`src/rtl/fsrcnn_pkg.sv`:
```
// Shared types and constants for the psum post-processing stage.
// Holds the FSM state encoding, datapath widths and saturation helpers.
package fsrcnn_pkg;

    localparam int LANES      = 4;
    localparam int PSUM_W     = 32;
    localparam int DATA_W     = 16;
    localparam int FRAC_SHIFT = 8;
    localparam int ALPHA_FRAC = 14;
    localparam int ADDR_W     = 16;
    localparam int CNT_W      = 16;
    localparam int PROD_W     = PSUM_W + DATA_W;

    localparam logic [PSUM_W-1:0] PSUM_MAX = 32'h7FFF_FFFF;
    localparam logic [PSUM_W-1:0] PSUM_MIN = 32'h8000_0000;
    localparam logic [DATA_W-1:0] DATA_MAX = 16'h7FFF;
    localparam logic [DATA_W-1:0] DATA_MIN = 16'h8000;

    typedef enum logic [1:0] {
        IDLE  = 2'd0,
        RUN   = 2'd1,
        DRAIN = 2'd2,
        DONE  = 2'd3
    } state_t;

    // In range when every bit above the target sign bit matches the sign.
    function automatic logic [PSUM_W-1:0] sat_psum(input logic [PROD_W-1:0] v);
        logic [PSUM_W-1:0] r;
        if ((&v[PROD_W-1:PSUM_W-1]) || (~|v[PROD_W-1:PSUM_W-1])) begin
            r = v[PSUM_W-1:0];
        end else if (v[PROD_W-1]) begin
            r = PSUM_MIN;
        end else begin
            r = PSUM_MAX;
        end
        return r;
    endfunction

    function automatic logic [DATA_W-1:0] sat_data(input logic [PSUM_W:0] v);
        logic [DATA_W-1:0] r;
        if ((&v[PSUM_W:DATA_W-1]) || (~|v[PSUM_W:DATA_W-1])) begin
            r = v[DATA_W-1:0];
        end else if (v[PSUM_W]) begin
            r = DATA_MIN;
        end else begin
            r = DATA_MAX;
        end
        return r;
    endfunction

endpackage

```
`src/rtl/pp_lane.sv`:
```
// One output channel of the post-processor: bias add, activation, requantise.
// Activation is per-lane PReLU when PRELU_EN is defined, plain ReLU otherwise.
module pp_lane
    import fsrcnn_pkg::*;
(
    input  logic              clk,
    input  logic              rst,
    input  logic [PSUM_W-1:0] psum,
    input  logic [PSUM_W-1:0] bias,
    input  logic [DATA_W-1:0] alpha,
    input  logic              out_en,
    output logic [DATA_W-1:0] y
);

    localparam logic [PSUM_W:0] RND = 33'd1 << (FRAC_SHIFT - 1);

    logic [PSUM_W:0]   sum_s;
    logic [PSUM_W-1:0] s1_r;
    logic [PSUM_W-1:0] act_s;
    logic [PSUM_W-1:0] a2_r;
    logic [PSUM_W:0]   rnd_s;
    logic [PSUM_W:0]   shr_s;
    logic [DATA_W-1:0] y_nxt_s;
    logic [DATA_W-1:0] y_r;

    // S1 combinational: 33-bit bias add
    always_comb begin
        sum_s = {psum[PSUM_W-1], psum} + {bias[PSUM_W-1], bias};
    end

`ifdef PRELU_EN
    logic [PROD_W-1:0] prod_s;
    logic [PROD_W-1:0] scaled_s;

    // S2 combinational: negative values scaled by the Q2.14 slope
    always_comb begin
        prod_s   = $signed({{DATA_W{s1_r[PSUM_W-1]}}, s1_r})
                 * $signed({{PSUM_W{alpha[DATA_W-1]}}, alpha});
        scaled_s = $signed(prod_s) >>> ALPHA_FRAC;
        if (s1_r[PSUM_W-1]) begin
            act_s = sat_psum(scaled_s);
        end else begin
            act_s = s1_r;
        end
    end
`else
    logic unused_alpha_s;
    assign unused_alpha_s = ^alpha;

    // S2 combinational: ReLU clamps negatives to zero
    always_comb begin
        if (s1_r[PSUM_W-1]) begin
            act_s = {PSUM_W{1'b0}};
        end else begin
            act_s = s1_r;
        end
    end
`endif

    // S3 combinational: round-half-up then arithmetic shift into output format
    always_comb begin
        rnd_s   = {a2_r[PSUM_W-1], a2_r} + RND;
        shr_s   = $signed(rnd_s) >>> FRAC_SHIFT;
        y_nxt_s = sat_data(shr_s);
    end

    // Pipeline registers; the output register only loads on a valid beat
    always_ff @(posedge clk) begin
        if (rst) begin
            s1_r <= {PSUM_W{1'b0}};
            a2_r <= {PSUM_W{1'b0}};
            y_r  <= {DATA_W{1'b0}};
        end else begin
            s1_r <= sat_psum({{(PROD_W-PSUM_W-1){sum_s[PSUM_W]}}, sum_s});
            a2_r <= act_s;
            if (out_en) begin
                y_r <= y_nxt_s;
            end
        end
    end

    assign y = y_r;

endmodule

```
`src/rtl/psum_postproc.sv`:
```
// Psum post-processor top: pass FSM, beat counting, address generation and
// the valid chain around LANES pp_lane datapaths. PRELU_EN selects PReLU vs ReLU.
module psum_postproc
    import fsrcnn_pkg::*;
(
    input  logic                    clk,
    input  logic                    rst,
    input  logic                    start,
    input  logic [CNT_W-1:0]        pix_num,
    input  logic [ADDR_W-1:0]       base_addr,
    input  logic [LANES*PSUM_W-1:0] bias,
    input  logic [LANES*DATA_W-1:0] alpha,
    input  logic                    psum_valid,
    output logic                    psum_ready,
    input  logic [LANES*PSUM_W-1:0] psum_i,
    output logic                    out_we,
    output logic [ADDR_W-1:0]       out_addr,
    output logic [LANES*DATA_W-1:0] out_data,
    output logic                    busy,
    output logic                    done
);

    state_t                  state_r;
    state_t                  next_state_s;
    logic                    start_ok_s;
    logic                    accept_s;
    logic                    ready_nxt_s;
    logic [CNT_W-1:0]        acc_cnt_r;
    logic [CNT_W-1:0]        acc_cnt_nxt_s;
    logic [CNT_W-1:0]        pix_num_r;
    logic [CNT_W-1:0]        pix_num_nxt_s;
    logic [CNT_W-1:0]        out_idx_r;
    logic [ADDR_W-1:0]       base_addr_r;
    logic [ADDR_W-1:0]       out_addr_r;
    logic [LANES*PSUM_W-1:0] bias_r;
    logic [LANES*DATA_W-1:0] alpha_r;
    logic                    v1_r;
    logic                    v2_r;
    logic                    out_we_r;
    logic                    ready_r;
    logic                    busy_r;
    logic                    done_r;

    // Next-state decode for the pass FSM
    always_comb begin
        next_state_s = state_r;
        start_ok_s   = 1'b0;
        case (state_r)
            IDLE: begin
                if (start) begin
                    start_ok_s = 1'b1;
                    if (pix_num == {CNT_W{1'b0}}) begin
                        next_state_s = DONE;
                    end else begin
                        next_state_s = RUN;
                    end
                end else begin
                    next_state_s = IDLE;
                end
            end
            RUN: begin
                if (acc_cnt_r == pix_num_r) begin
                    next_state_s = DRAIN;
                end else begin
                    next_state_s = RUN;
                end
            end
            DRAIN: begin
                if (!v1_r && !v2_r) begin
                    next_state_s = DONE;
                end else begin
                    next_state_s = DRAIN;
                end
            end
            DONE:    next_state_s = IDLE;
            default: next_state_s = IDLE;
        endcase
    end

    // Next accept count; ready is precomputed so it can leave a flop
    always_comb begin
        accept_s = psum_valid && ready_r;
        if (start_ok_s) begin
            acc_cnt_nxt_s = {CNT_W{1'b0}};
            pix_num_nxt_s = pix_num;
        end else if (accept_s) begin
            acc_cnt_nxt_s = acc_cnt_r + 16'd1;
            pix_num_nxt_s = pix_num_r;
        end else begin
            acc_cnt_nxt_s = acc_cnt_r;
            pix_num_nxt_s = pix_num_r;
        end
        ready_nxt_s = (next_state_s == RUN) && (acc_cnt_nxt_s < pix_num_nxt_s);
    end

    // State, configuration, counters, valid chain and registered outputs
    always_ff @(posedge clk) begin
        if (rst) begin
            state_r     <= IDLE;
            acc_cnt_r   <= {CNT_W{1'b0}};
            pix_num_r   <= {CNT_W{1'b0}};
            out_idx_r   <= {CNT_W{1'b0}};
            base_addr_r <= {ADDR_W{1'b0}};
            bias_r      <= {(LANES*PSUM_W){1'b0}};
            alpha_r     <= {(LANES*DATA_W){1'b0}};
            out_addr_r  <= {ADDR_W{1'b0}};
            v1_r        <= 1'b0;
            v2_r        <= 1'b0;
            out_we_r    <= 1'b0;
            ready_r     <= 1'b0;
            busy_r      <= 1'b0;
            done_r      <= 1'b0;
        end else begin
            state_r   <= next_state_s;
            acc_cnt_r <= acc_cnt_nxt_s;
            ready_r   <= ready_nxt_s;
            busy_r    <= (next_state_s != IDLE);
            done_r    <= (next_state_s == DONE);
            v1_r      <= accept_s;
            v2_r      <= v1_r;
            out_we_r  <= v2_r;
            if (start_ok_s) begin
                pix_num_r   <= pix_num;
                base_addr_r <= base_addr;
                bias_r      <= bias;
                alpha_r     <= alpha;
                out_idx_r   <= {CNT_W{1'b0}};
            end else if (v2_r) begin
                out_addr_r <= base_addr_r + out_idx_r;
                out_idx_r  <= out_idx_r + 16'd1;
            end
        end
    end

    // Lane 0 sits in the most significant slice of every packed bus
    for (genvar g = 0; g < LANES; g++) begin : g_lane
        pp_lane u_lane (
            .clk    (clk),
            .rst    (rst),
            .psum   (psum_i[(LANES-1-g)*PSUM_W +: PSUM_W]),
            .bias   (bias_r[(LANES-1-g)*PSUM_W +: PSUM_W]),
            .alpha  (alpha_r[(LANES-1-g)*DATA_W +: DATA_W]),
            .out_en (v2_r),
            .y      (out_data[(LANES-1-g)*DATA_W +: DATA_W])
        );
    end

    assign psum_ready = ready_r;
    assign out_we     = out_we_r;
    assign out_addr   = out_addr_r;
    assign busy       = busy_r;
    assign done       = done_r;

endmodule

```
`config.mk`:
```
export PLATFORM = sky130hd
export DESIGN_NAME = psum_postproc
export DESIGN_NICKNAME = d
export VERILOG_FILES = /design/src/rtl/fsrcnn_pkg.sv /design/src/rtl/pp_lane.sv /design/src/rtl/psum_postproc.sv
export SDC_FILE = /design/constraint.sdc
export NUM_CORES = 1
export LEC_CHECK = 0
export CAP_MARGIN = 30
export CELL_PAD_IN_SITES_DETAIL_PLACEMENT = 1
export CELL_PAD_IN_SITES_GLOBAL_PLACEMENT = 1
export CORE_UTILIZATION = 37
export CTS_BUF_LIST = sky130_fd_sc_hd__clkbuf_4 sky130_fd_sc_hd__clkbuf_8 sky130_fd_sc_hd__clkbuf_16
export DETAILED_ROUTE_END_ITERATION = 8
export PLACE_DENSITY_LB_ADDON = 0.2
export SYNTH_ARGS = -nofsm -noshare
export SYNTH_HDL_FRONTEND = slang
export SYNTH_SLANG_ARGS = --single-unit
```
`constraint.sdc`:
```
create_clock -name clk -period 9 [get_ports clk]
set_input_delay 0.9 -clock clk [delete_from_list [all_inputs] [get_ports clk]]
set_output_delay 0.9 -clock clk [all_outputs]
set_load 0.005 [all_outputs]
```
==> impl_metrics.py <==
metrics = {
    "route": {
        "route.detailed.vias_per_inst": 5.231,
        "wl_mm": 70.66,
        "vias": 20988,
        "ant_nets": 0,
        "firstDrtPassIters": 5,
        "top_layer": "met5",
        "drt_iter0_markers": 894,
        "wl_met1_mm": 31.00,
        "wl_met3_mm": 3.270,
        "wl_met2_mm": 34.36,
        "routedWlPerCell_um": 17.61,
        "drc": 0,
    },
    "yosys": {
        "synth_xor_area_frac": 0.06557,
        "ys_types": 93,
        "synth_edf_count": 0,
        "ys_ff_latch": 476,
        "synth-async-reset-ratio": 0,
        "synth_flop_cell": "dfxtp_1",
        "synth_cells": 2803,
        "syn_avg_cell_area_sq_um": 8.530,
        "synth_simple_gate_area_share": 0.2148,
        "netlist_area_sq_um": 23910,
        "synthMuxAreaShare": 0.01460,
        "synth-compound-area-share": 0.1932,
        "synth_top_area_cell": "dfxtp_1",
        "ys_seq_area_frac": 0.3986,
        "synth_top_family_by_area": "simple AND/OR/NAND/NOR gates",
        "yosysWarnings": 0,
        "synth_nets": 3320,
        "synthTopCellsByArea": "dfxtp_1 40%, ha_1 8.4%, nand2_1 7.4%",
        "synth_top_area_share": 0.3986,
        "synth_fa_ha_area_frac": 0.08457,
    },
    "sta": {
        "slew_violations": 0,
        "finClkSkew_ps": 34.89,
        "setup_violations": 0,
        "tightest_slew_ps": 1011,
        "slew_headroom": 0.3236,
        "rsz0062_at_grt": "no",
        "hold_violations": 0,
        "min_period_over_period": 0.4322,
        "hold_slack_ps": 420.8,
        "timing.final.crit_period_ps": 3890,
        "setup_tns_ps": 0,
        "fmax_mhz": 257.1,
    },
    "placement": {
        "io_buffers": 375,
        "dpl.hpwl_mm": 53.54,
        "routabilityCongestion": 0.8563,
        "dp_cells": 3909,
    },
    "clock_network": {
        "cts_sinks": 476,
        "clock_path_buffers": 3,
        "cts_resized": 0,
        "path_clk_slew_ps": 60,
        "h-tree-depth": 2,
        "cts_tree": "built",
        "insertion_delay_ps": 610,
        "ctsRootBufferMaster": "clkbuf_16",
        "cts_setup_buffers": 0,
        "cts_hold_buf": 0,
        "numCtsBuffers": 56,
    },
    "flow_run": {
        "drv_cap": 0,
    },
    "die": {
        "die_w_um": 256.2,
        "start_util": 0.3770,
        "row_count": 92,
        "die_h_um": 256.2,
        "dieArea_sq_um": 65640,
        "core_area_sq_um": 63430,
        "ioPinCount": 440,
    },
    "global_route": {
        "grt_pass1_vias": 22125,
        "gr-total-overflow": 0,
        "antenna_found_initial": 10,
        "gr-usage-all-layers": 0.2110,
        "grt_pass1_wl_mm": 114.0,
        "grt_max_degree": 114,
    },
    "setup_path": {
        "crit_fanout": 20,
        "max_stage_delay_ps": 530,
        "path_cells": "clkdlybuf4s50_1 -> ha_1 -> and3_1 -> nand4_1 -> a2111o_1 -> nand4b_2 -> o2111ai_4 -> o2111ai_2 -> nand2_1 -> a21oi_1",
        "crit_type": "primary input to register",
        "cp.arrival_ps": 4390,
        "cp_data_required_time_ps": 9500,
        "cp-start-kind": "primary input",
        "cp_slowest_cell": "a2111o_1",
        "setup.worst_path.end_class": "register",
    },
    "power": {
        "comb_power_share": 0.176,
        "swShare": 0.2660,
        "power_density_nw_per_um2": 193.6,
        "intPower_uw": 4316,
        "vdd_drop_max_uv": 144.5,
        "p_seq_frac": 0.405,
        "p_clk_frac": 0.420,
        "p_sw_uw": 1564,
        "p_leak_uw": 0.01208,
    },
    "cells_and_area": {
        "drive_gt1_frac": 0.06319,
        "seq_area_sq_um": 9533,
        "layout.nets": 3641,
        "fin_cells": 4012,
        "syn_to_final_growth_pct": 27.06,
        "fillers": 7386,
        "multiInputGateArea_sq_um": 13700,
    },
    "run_status": {
        "status": "complete, no violations",
    },
    "min_path": {
        "min_path_type": "register to register",
    },
}
==> cell usage after synthesis, drive strengths merged (18+ instances only) <==
library cell / n
a211oi: 81
a21o: 49
a21oi: 333
a31oi: 19
and2: 118
and3: 45
buf: 18
clkbuf: 110
dfxtp: 476
ha: 160
inv: 39
mux2i: 30
nand2: 472
nand3: 73
nand4: 38
nor2: 185
nor2b: 18
nor3: 43
o21a: 19
o21ai: 69
o22ai: 20
or3: 22
xnor2: 93
xor2: 86
==> kinds of logic (layout without fill, tap and decap cells) <==
logic type               count (synthesis)  after routing
AO/OA/AOI/OAI                          700            700
XOR/XNOR                               179            179
adder cells (fa/ha/maj)                161            161
buffers and inverters                  167            529
flip-flops                             476            476
multiplexers                            34             34
other                                    0              1
AND/OR/NAND/NOR                       1086           1086
==> per-stage QoR <==
stage	area, sq um	power (uW)	utilization	worst slack, ps
after floorplan	23910	3076	-	5466
after global placement	28280	3414	0.4459	4599
after detailed placement	28320	3457	0.4464	4546
after CTS	30350	5965	0.4785	5164
after global routing	30380	6176	0.4790	4918
final	30380	5880	0.4790	5110
==> layer usage <==
metal  global-route usage  vias to the layer above
met5                    0                        -
met4              0.06337                       18
met3              0.04290                      129
met2               0.3747                      355
met1               0.2544                     9995
li1                     -                    10491
==> area by class of cell <==
class / instances / area share
Antenna cell: 1 / 0.00008237
Clock buffer: 76 / 0.05408
Clock inverter: 23 / 0.01277
Inverter: 39 / 0.004819
Multi-Input combinational cell: 2160 / 0.4510
Sequential cell: 476 / 0.3138
Tap cell: 846 / 0.03484
Timing Repair Buffer: 391 / 0.1286
==> critical path, delay by kind of cell <==
family,cells,cell delay [ps]
AOI/OAI and AO/OA,4,1460
and+or+nand+nor,4,1200
adders and majority gates,1,390
buffers and inverters,1,440
==> final timing paths <==
path,start,to,slack (ps),cells after the start
min reg2reg,g_lane[1].u_lane.s1_r[26],g_lane[1].u_lane.a2_r[26],420,1
max,psum_i[13],g_lane[3].u_lane.s1_r[21],5110,10
max reg2reg,bias_r[13],g_lane[3].u_lane.s1_r[21],5550,9
min,g_lane[1].u_lane.s1_r[26],g_lane[1].u_lane.a2_r[26],420,1
==> cell usage in the layout (no fill, tap or decap), types with 12 or more instances in the layout <==
cell,n
dfxtp_1,475
and4_1,15
o22ai_1,20
nor2b_1,18
nand3_1,73
nand4_1,37
and2_1,117
nor2_1,184
inv_1,39
a21oi_1,299
buf_4,14
o21bai_1,16
and3_1,44
xnor2_1,93
ha_1,160
mux2i_1,30
a21o_1,49
clkbuf_16,58
a31oi_1,18
o21a_1,19
nor4_1,12
nor3_1,42
a211oi_1,79
or3_1,22
clkdlybuf4s50_1,374
nand2_1,471
o21ai_0,60
a21oi_2,33
xor2_1,86
==> registers in the layout, summed over array words and instances, names as in the netlist, 2 cells and up <==
signal and count:
out_addr 16, acc_cnt_r 16, pix_num_r 16, g_lane.u_lane.y 64
state_r 2, g_lane.u_lane.s1_r 100, bias_r 128, base_addr_r 16
out_idx_r 16, g_lane.u_lane.a2_r 96
==> power by group through the flow <==
stage / registers (uW) / clock network (uW) / logic (uW)
4_1_cts: 2380 / 2540 / 1040
2_1_floorplan: 2390 / 0 / 685
5_1_grt: 2400 / 2620 / 1150
6_report: 2380 / 2470 / 1030
3_5_place_dp: 2430 / 0 / 1030
3_3_place_gp: 2420 / 0 / 997
No activity file was read; power rests on OpenSTA's default activity.
